[src/rtl/led_pkg.sv]
// rtl/led_pkg.sv - shared 7-segment glyph table and output polarity helper
package led_pkg;

  // Active-high segment patterns, bit order {g,f,e,d,c,b,a}; b and d are lowercase glyphs.
  localparam logic [6:0] SEG7_GLYPH [16] = '{
    7'h3F, 7'h06, 7'h5B, 7'h4F, 7'h66, 7'h6D, 7'h7D, 7'h07,
    7'h7F, 7'h6F, 7'h77, 7'h7C, 7'h39, 7'h5E, 7'h79, 7'h71
  };

  // Converts an active-high pattern to the pin level for the board's drive polarity.
  function automatic logic [7:0] apply_pol(input logic [7:0] v, input logic active_low);
    return active_low ? ~v : v;
  endfunction

endpackage

[src/rtl/seg7_decode.sv]
// rtl/seg7_decode.sv - combinational hex nibble to active-high 7-segment glyph
module seg7_decode
  import led_pkg::*;
(
  input  logic [3:0] nibble_i,
  output logic [6:0] seg_o
);

  assign seg_o = SEG7_GLYPH[nibble_i];

endmodule

[src/rtl/led_hex_mux.sv]
// rtl/led_hex_mux.sv - multiplexed hex display driver with double buffering, PWM and blanking
module led_hex_mux
  import led_pkg::*;
#(
  parameter int DIGITS           = 4,
  parameter int DIV_BITS         = 12,
  parameter bit ANODE_ACTIVE_LOW = 1'b1,
  parameter bit SEG_ACTIVE_LOW   = 1'b1
) (
  input  logic                  mclk,
  input  logic                  reset,
  input  logic [4*DIGITS-1:0]   number,
  input  logic [DIGITS-1:0]     dp,
  input  logic                  load,
  input  logic                  blank_lz,
  input  logic [3:0]            brightness,
  output logic                  pending,
  output logic                  frame,
  output logic [7:0]            led_c,
  output logic [DIGITS-1:0]     led_a
);

  localparam int DW = (DIGITS > 1) ? $clog2(DIGITS) : 1;
  localparam logic [DW-1:0] LAST_DIGIT = DW'(DIGITS - 1);
  localparam logic [DIGITS-1:0] ANODE_OFF = ANODE_ACTIVE_LOW ? '1 : '0;

  logic [DIV_BITS-1:0] slot_q, slot_d;
  logic [DW-1:0]       digit_q, digit_d;
  logic [4*DIGITS-1:0] disp_num_q, disp_num_d, pend_num_q, pend_num_d;
  logic [DIGITS-1:0]   disp_dp_q, disp_dp_d, pend_dp_q, pend_dp_d;
  logic                pending_q, pending_d, frame_q, frame_d, lz_run_q, lz_run_d;
  logic [7:0]          led_c_q, led_c_d;
  logic [DIGITS-1:0]   led_a_q, led_a_d;

  logic                slot_wrap, boundary, anode_on, blank, cur_dp;
  logic [3:0]          cur_nibble, sub;
  logic [6:0]          glyph, seg_lit;
  logic [DIGITS-1:0]   anode_raw;

  seg7_decode u_decode (
    .nibble_i (cur_nibble),
    .seg_o    (glyph)
  );

  // Scan counters, tear-free buffering, blanking state and registered pin drive.
  always_comb begin
    slot_wrap  = &slot_q;
    boundary   = slot_wrap && (digit_q == LAST_DIGIT);
    sub        = slot_q[DIV_BITS-1 -: 4];
    anode_on   = (sub <= brightness);

    cur_nibble = 4'd0;
    cur_dp     = 1'b0;
    anode_raw  = '0;
    for (int k = 0; k < DIGITS; k++) begin
      if (digit_q == DW'(k)) begin
        cur_nibble   = disp_num_q[4*(DIGITS-k)-1 -: 4];
        cur_dp       = disp_dp_q[DIGITS-1-k];
        anode_raw[k] = anode_on;
      end
    end

    // Blank only zeros that precede the first nonzero digit; the last digit always shows.
    blank   = blank_lz && lz_run_q && (cur_nibble == 4'd0) && (digit_q != LAST_DIGIT);
    seg_lit = blank ? 7'd0 : glyph;

    slot_d  = slot_q + DIV_BITS'(1);
    digit_d = digit_q;
    if (slot_wrap) begin
      digit_d = (digit_q == LAST_DIGIT) ? '0 : digit_q + DW'(1);
    end

    lz_run_d = lz_run_q;
    if (boundary) begin
      lz_run_d = 1'b1;
    end else if (slot_wrap && (cur_nibble != 4'd0)) begin
      lz_run_d = 1'b0;
    end

    pend_num_d = pend_num_q;
    pend_dp_d  = pend_dp_q;
    disp_num_d = disp_num_q;
    disp_dp_d  = disp_dp_q;
    pending_d  = pending_q;
    if (load) begin
      pend_num_d = number;
      pend_dp_d  = dp;
    end
    if (boundary) begin
      // A load landing on the boundary itself bypasses the pending stage.
      pending_d = 1'b0;
      if (load) begin
        disp_num_d = number;
        disp_dp_d  = dp;
      end else if (pending_q) begin
        disp_num_d = pend_num_q;
        disp_dp_d  = pend_dp_q;
      end
    end else if (load) begin
      pending_d = 1'b1;
    end

    frame_d = boundary;
    led_c_d = apply_pol({cur_dp, seg_lit}, SEG_ACTIVE_LOW);
    led_a_d = ANODE_ACTIVE_LOW ? ~anode_raw : anode_raw;
  end

  // State register; reset drops every output to its inactive level and discards any pending update.
  always_ff @(posedge mclk or posedge reset) begin
    if (reset) begin
      slot_q     <= '0;
      digit_q    <= '0;
      disp_num_q <= '0;
      disp_dp_q  <= '0;
      pend_num_q <= '0;
      pend_dp_q  <= '0;
      pending_q  <= 1'b0;
      frame_q    <= 1'b0;
      lz_run_q   <= 1'b1;
      led_c_q    <= apply_pol(8'h00, SEG_ACTIVE_LOW);
      led_a_q    <= ANODE_OFF;
    end else begin
      slot_q     <= slot_d;
      digit_q    <= digit_d;
      disp_num_q <= disp_num_d;
      disp_dp_q  <= disp_dp_d;
      pend_num_q <= pend_num_d;
      pend_dp_q  <= pend_dp_d;
      pending_q  <= pending_d;
      frame_q    <= frame_d;
      lz_run_q   <= lz_run_d;
      led_c_q    <= led_c_d;
      led_a_q    <= led_a_d;
    end
  end

  assign pending = pending_q;
  assign frame   = frame_q;
  assign led_c   = led_c_q;
  assign led_a   = led_a_q;

endmodule
[config.mk]
export PLATFORM = sky130hd
export DESIGN_NAME = led_hex_mux
export DESIGN_NICKNAME = d
export VERILOG_FILES = /design/src/rtl/led_pkg.sv /design/src/rtl/seg7_decode.sv /design/src/rtl/led_hex_mux.sv
export SDC_FILE = /design/constraint.sdc
export NUM_CORES = 1
export LEC_CHECK = 0
export ABC_AREA = 1
export CAP_MARGIN = 0
export CORE_ASPECT_RATIO = 0.5
export CORE_MARGIN = 2
export CORE_UTILIZATION = 55
export DETAILED_ROUTE_END_ITERATION = 7
export PLACE_DENSITY = 0.79
export SYNTH_ARGS = -nofsm -noshare
export SYNTH_HDL_FRONTEND = slang
export SYNTH_HIERARCHICAL = 1
export SYNTH_SLANG_ARGS = --single-unit
[constraint.sdc]
create_clock -name mclk -period 5.05 [get_ports mclk]
set_input_delay 0.505 -clock mclk [delete_from_list [all_inputs] [get_ports mclk]]
set_output_delay 0.505 -clock mclk [all_outputs]
set_load 0.02 [all_outputs]
== Word level (Yosys, flattened, before mapping) ==
Memories as Yosys holds them, arrays and structs flattened.
Cells that the tools add are included.
Storage, ports and cells
  logic and storage cells: 60
  memory bits (read-only): 112
  output and inout bits: 14
  memories: 1
  input bits: 28
  register bits after elaboration: 69
Cells by class
  muxes and demuxes: 24
  $add $sub $neg: 2
  eq/ne operators: 4
  reduce and logical (&&, ||, !) cells: 13
  $lt $le $gt $ge: 2
  bitwise gates (word level): 3
Memory list
  (name not given): words 16, bits a word 7, read ports 1, clocked after memory_dff 0, write ports 0, line seg7_decode.sv:9  | assign seg_o = SEG7_GLYPH[nibble_i];
Operators with widths (number)
  $mux 16: 2
  $mux 4: 6
  $mux 7: 3
  $add 12x1->12 const B: 1
  $mux 1: 12
  $reduce_and 12->1: 1
  $not 8->8: 1
  $reduce_bool 2->1: 3
  $ge 5x5->1 const B: 1
  $logic_and 1x1->1: 5
  $not 4->5: 1
  $eq 2x2->1 const B: 2
  $le 4x4->1: 1
  $logic_not 4->1: 1
  $not 4->4: 1
  $reduce_bool 4->1: 1
  $add 2x1->2 const B: 1
  $eq 2x1->1 const B: 1
  $logic_not 2->1: 1
  $mux 2: 1
  $ne 2x2->1 const B: 1
  $reduce_and 2->1: 1

== Longest topological paths before layout ==
  word-level depth: 11
  mapped depth: 16

== Cells and area by module ==
Netlist, hierarchy kept.
Modules (own cells, without submodules)
  led_hex_mux: cells each 329, instances 1, area an instance 3009.1 um^2
  seg7_decode: cells each 52, instances 1, area an instance 270.3 um^2

== Least setup slack after synthesis ==
OpenSTA, ideal clock, no wires.
  path type: register to register
  start: register digit_q[0]
  end: register led_c_q[3], in the netlist led_c[3]
  cell stages (with the launch flop): 16
  period minus slack after synthesis: 1857 ps
  path slack: 3193 ps
  buffers on the path: 1
  library setup time: 85 ps
  arrival time: 1771 ps
  cell sequence: dfrtp_1 -> inv_1 -> ha_1 -> clkbuf_2 -> inv_2 -> nor2_1 -> nor2_1 -> nand2_1 -> nand2_1 -> inv_1 -> ha_1 -> nand2_1 -> o21ai_0 -> nand2_1 -> nand2_1 -> nand2_1
On the way
  longest elaborated chain between the ends: 11
  elaborated cells on any way between the ends: 18
  classes of those cells: eq/ne: 4; mux: 7; bitwise: 2; reduce/logical: 4; memory: 1
RTL lines
  from (decl): line led_hex_mux.sv:28  | logic [DW-1:0] digit_q, digit_d;
  from (signal assigned): line led_hex_mux.sv:124  | digit_q <= digit_d;
  $logic_not 2->1: line led_hex_mux.sv:56  | if (digit_q == DW'(k)) begin
  $mux 4 (3 in a row): line led_hex_mux.sv:56
  $mux 4 *: line led_hex_mux.sv:56
  via cur_nibble[1]: line led_hex_mux.sv:36  | logic [3:0] cur_nibble, sub;
  $not 4->5 (implied by the code) *: line seg7_decode.sv:9
  $mem_v2 16x7 *
  $mux 7 (implied by the code) * (2 in a row): line seg7_decode.sv:9
  via glyph[3]: line led_hex_mux.sv:37  | logic [6:0] glyph, seg_lit;
  $mux 7 *: line led_hex_mux.sv:65  | seg_lit = blank ? 7'd0 : glyph;
  $not 8->8 *: line led_pkg.sv:12  | return active_low ? ~v : v;
  via led_c_d[3]: line led_hex_mux.sv:32  | logic [7:0] led_c_q, led_c_d;
  to (signal assigned): line led_hex_mux.sv:120  | led_c_q <= apply_pol(8'h00, SEG_ACTIVE_LOW);
  to (signal assigned): line led_hex_mux.sv:132  | led_c_q <= led_c_d;
  to (decl): line led_hex_mux.sv:32
The timed path passes the listed nets; every way through them passes the cells marked *. The select of a mux whose other input is x is not followed.
A chain may end at the register's enable or synchronous reset.

== Final worst setup path ==
  start: input port load
  end: register disp_num_q[11]
On the way
  longest elaborated chain between the ends: 2
  elaborated cells on any way between the ends: 3
  classes of those cells: mux: 1; reduce/logical: 2
RTL lines
  from (decl): line led_hex_mux.sv:14  | input logic load,
  $reduce_bool 2->1 (no line)
  $reduce_and 2->1 (no line)
  to (signal assigned): line led_hex_mux.sv:125  | disp_num_q <= disp_num_d;
  to (decl): line led_hex_mux.sv:29  | logic [4*DIGITS-1:0] disp_num_q, disp_num_d, pend_num_q, pend_num_d;
Parallel ways exist; a longest one is shown, timed or not.

==> results.ini <==
[placed_design]
pre_cts_slack_ns = 2.23
dp_hpwl_um = 4820
place.gp.congestion = 0.880
dpl.cell_count = 484
placed_cell_area_um2 = 3710
io_buffers = 41

[synth]
synthAdderAreaFrac = 0.0610
avgSynthCellArea_um2 = 8.61
yosys.cell_types.count = 29
synthSimpleGateAreaFrac = 0.300
ys_top_cells_by_area = dfrtp_1 (43%), nand2_1 (19%), dfstp_2 (10%)
synth_top_area_frac = 0.427
syn_inst = 381
synthesis.nets = 425
synth.largest_area_cell = dfrtp_1
synth-seq-cells = 69
synth_warnings = 6
synth-seq-area-share = 0.531
synth_area_um2 = 3280
synth-compound-area-share = 0.0240
synthXorXnorAreaFrac = 0.0267
synth_mux_area_frac = 0
synth_top_family_by_area = simple AND/OR/NAND/NOR gates

[worst_setup_path]
critical_path.endpoint = disp_num_q[11]
cp_slowest_cell = clkdlybuf4s50_1
crit_cells = 6
critPathLaunch = load
crit_chain = clkdlybuf4s50_1 -> or2_0 -> buf_4 -> nand3_1 -> nand2_1 -> nand2_1
cp-end-kind = flip-flop
r2r_slack_ns = 2.83
r2r_end = led_c[3]
slowest_delay_ns = 0.92
critPathRequiredTime_ns = 5.26
reg2reg_depth = 14
crit_fanout = 22
critPathTopFamily = buffers and inverters
path_common_cell = nand2_1
start_kind = input pin
path_buf_inv = 2
critPathKind = input pin to flip-flop
cp_data_arrival_time_ns = 2.75
worstReg2RegStart = digit_q[0]

[route]
first_iter_violations = 171
drc = 3
first_pass_iters = 7
totalWireLength_um = 6770
postRouteAntennaNets = 0
wire_per_inst_um = 13.6
viasPerCell = 5.14
vias = 2563

[global_routing]
grt_pass1_wl_um = 11600
grt_start_max_net_pins = 50
grt_usage = 0.227
grt_pass1_vias = 2499
antenna_found_initial = 0
overflow = 0

[power]
ir_drop_mv = 0.192
power-per-cell-area_nw_per_um2 = 299
p_leak_uw = 0.00204

[layout]
final_nets = 466
final_cells = 499
final_area_um2 = 3980
final.fill_count = 394
area_growth_pct = 21.3
layout_commonest_cell = nand2_1
antenna_cells = 0
drive_above_1_share = 0.103
seq_area_um2 = 1740
mostFrequentLayoutCells = nand2_1 (167), dfrtp_1 (56), clkdlybuf4s50_1 (41)
multi_input_area_um2 = 1350
fin_util = 0.709

[run_status]
violations = DRC
outcome = finished, violations left

[sta]
fmax_mhz = 393
rsz0062_at_grt = false
period_share = 0.504
finalHoldViolCount = 0
tns_ns = 0
finalMaxSlewViolations = 0
skew_ns = 0.00588
setup_viol = 0
timing.final.ws_setup_ns = 2.51
slew_headroom = 0.528
worstMarginPinSlew_ns = 0.705
post-route-min-period_ns = 2.54

[hold_path]
hold_depth = 1
min_path_type = flip-flop to flip-flop

[floorplan]
core_area_um2 = 5610
die_w_um = 113
rows = 19
start_util = 0.585
die-area_um2 = 6630
dieHeight_um = 58.6
boundaryPins = 42

[run]
max_cap_viol_count = 0

[clocking]
root_buffer = clkbuf_16
cts_tree = built
clockBufferDepth = 2
insertion_delay_ns = 0.33
cts.repair.resized = 0
post_cts_buffers = 0
clkSlewWorstSetupHoldPaths_ns = 0.05
holdBufCountCts = 0
numCtsBuffers = 9
cts_max_level = 3
clock_sinks = 69

power by group:
part | total, uW | switching (uW) | internal (uW)
Combinational | 60.8 | 33.8 | 27.0
Sequential | 573 | 4.23 | 568
Clock | 557 | 219 | 338
Total | 1190 | 257 | 934
area by class of cell:
cell class                 instances  area share
clock buffer                      10      0.0601
tap                               73      0.0230
sequential                        69       0.438
inverter                          27      0.0255
timing repair buffer              43       0.107
clock inverter                     5     0.00692
multi-input combinational        272       0.340
logic make-up (layout without fill, tap and decap cells):
| group | count (synthesis) | in the layout |
|---|---|---|
| compound gates | 14 | 14 |
| xor+xnor | 10 | 10 |
| fa+ha+maj | 16 | 16 |
| buf+inv | 40 | 85 |
| flops | 69 | 69 |
| simple gates | 232 | 232 |
flip-flops by register name, summed over array words and instances, names as in the netlist:
| name | cells |
|---|---|
| pend_num_q | 16 |
| disp_num_q | 16 |
| led_a | 4 |
| digit_q | 2 |
| frame | 1 |
| pending | 1 |
| led_c | 8 |
| lz_run_q | 1 |
| slot_q | 12 |
| pend_dp_q | 4 |
| disp_dp_q | 4 |
worst register-to-register path, cell delays in order (launching register included):
cell and delay, ns:
dfrtp_1 0.40, inv_1 0.12, ha_1 0.35, inv_2 0.09
nor2_1 0.10, nor2_1 0.05, nand2_1 0.08, nand2_1 0.14
inv_1 0.17, ha_1 0.27, nand2_1 0.10, o21ai_0 0.11
nand2_1 0.08, nand2_1 0.05, nand2_1 0.06
cells in the mapped netlist:
| master | n |
|---|---|
| xnor2_1 | 2 |
| or2_0 | 1 |
| nor3b_4 | 1 |
| and3_1 | 1 |
| buf_4 | 2 |
| nand2_1 | 167 |
| o21ai_0 | 6 |
| buf_6 | 3 |
| dfstp_2 | 13 |
| ha_1 | 16 |
| a32o_1 | 1 |
| clkbuf_1 | 4 |
| buf_2 | 3 |
| o311ai_0 | 1 |
| dfrtp_1 | 56 |
| inv_2 | 4 |
| nor2_1 | 17 |
| nand3_1 | 32 |
| nor3_4 | 1 |
| nand4_1 | 4 |
| a21oi_1 | 6 |
| nor2_2 | 2 |
| nand2_4 | 1 |
| clkbuf_2 | 1 |
| nor3_1 | 1 |
| xor2_1 | 8 |
| nand2_2 | 2 |
| nand3_2 | 2 |
| inv_1 | 23 |
how the worst min path moves through the flow:
| stage | start | endpoint |
|---|---|---|
| 2_1_floorplan | disp_dp_q[0] | led_c[7] |
| 3_3_place_gp | disp_dp_q[0] | led_c[7] |
| 3_5_place_dp | disp_dp_q[0] | led_c[7] |
| 4_1_cts | disp_dp_q[0] | led_c[7] |
| 5_1_grt | disp_dp_q[0] | led_c[7] |
| 6_report | disp_dp_q[0] | led_c[7] |
routing by layer:
metal | global-route usage | vias to the layer above | routed length (um)
met1 | 0.308 | 1202 | 3250
met5 | 0 | - | 0
met4 | 0.0854 | 0 | 119
li1 | - | 1276 | -
met2 | 0.361 | 75 | 3020
met3 | 0.0587 | 10 | 378
through the flow:
step	hold slack [ns]	power, uW
finish	0.445	1190
global placement	0.416	640
floorplan	0.391	610
global route	0.460	1240
detailed placement	0.421	643
CTS	0.428	1200
(Power assumes the default switching activity.)
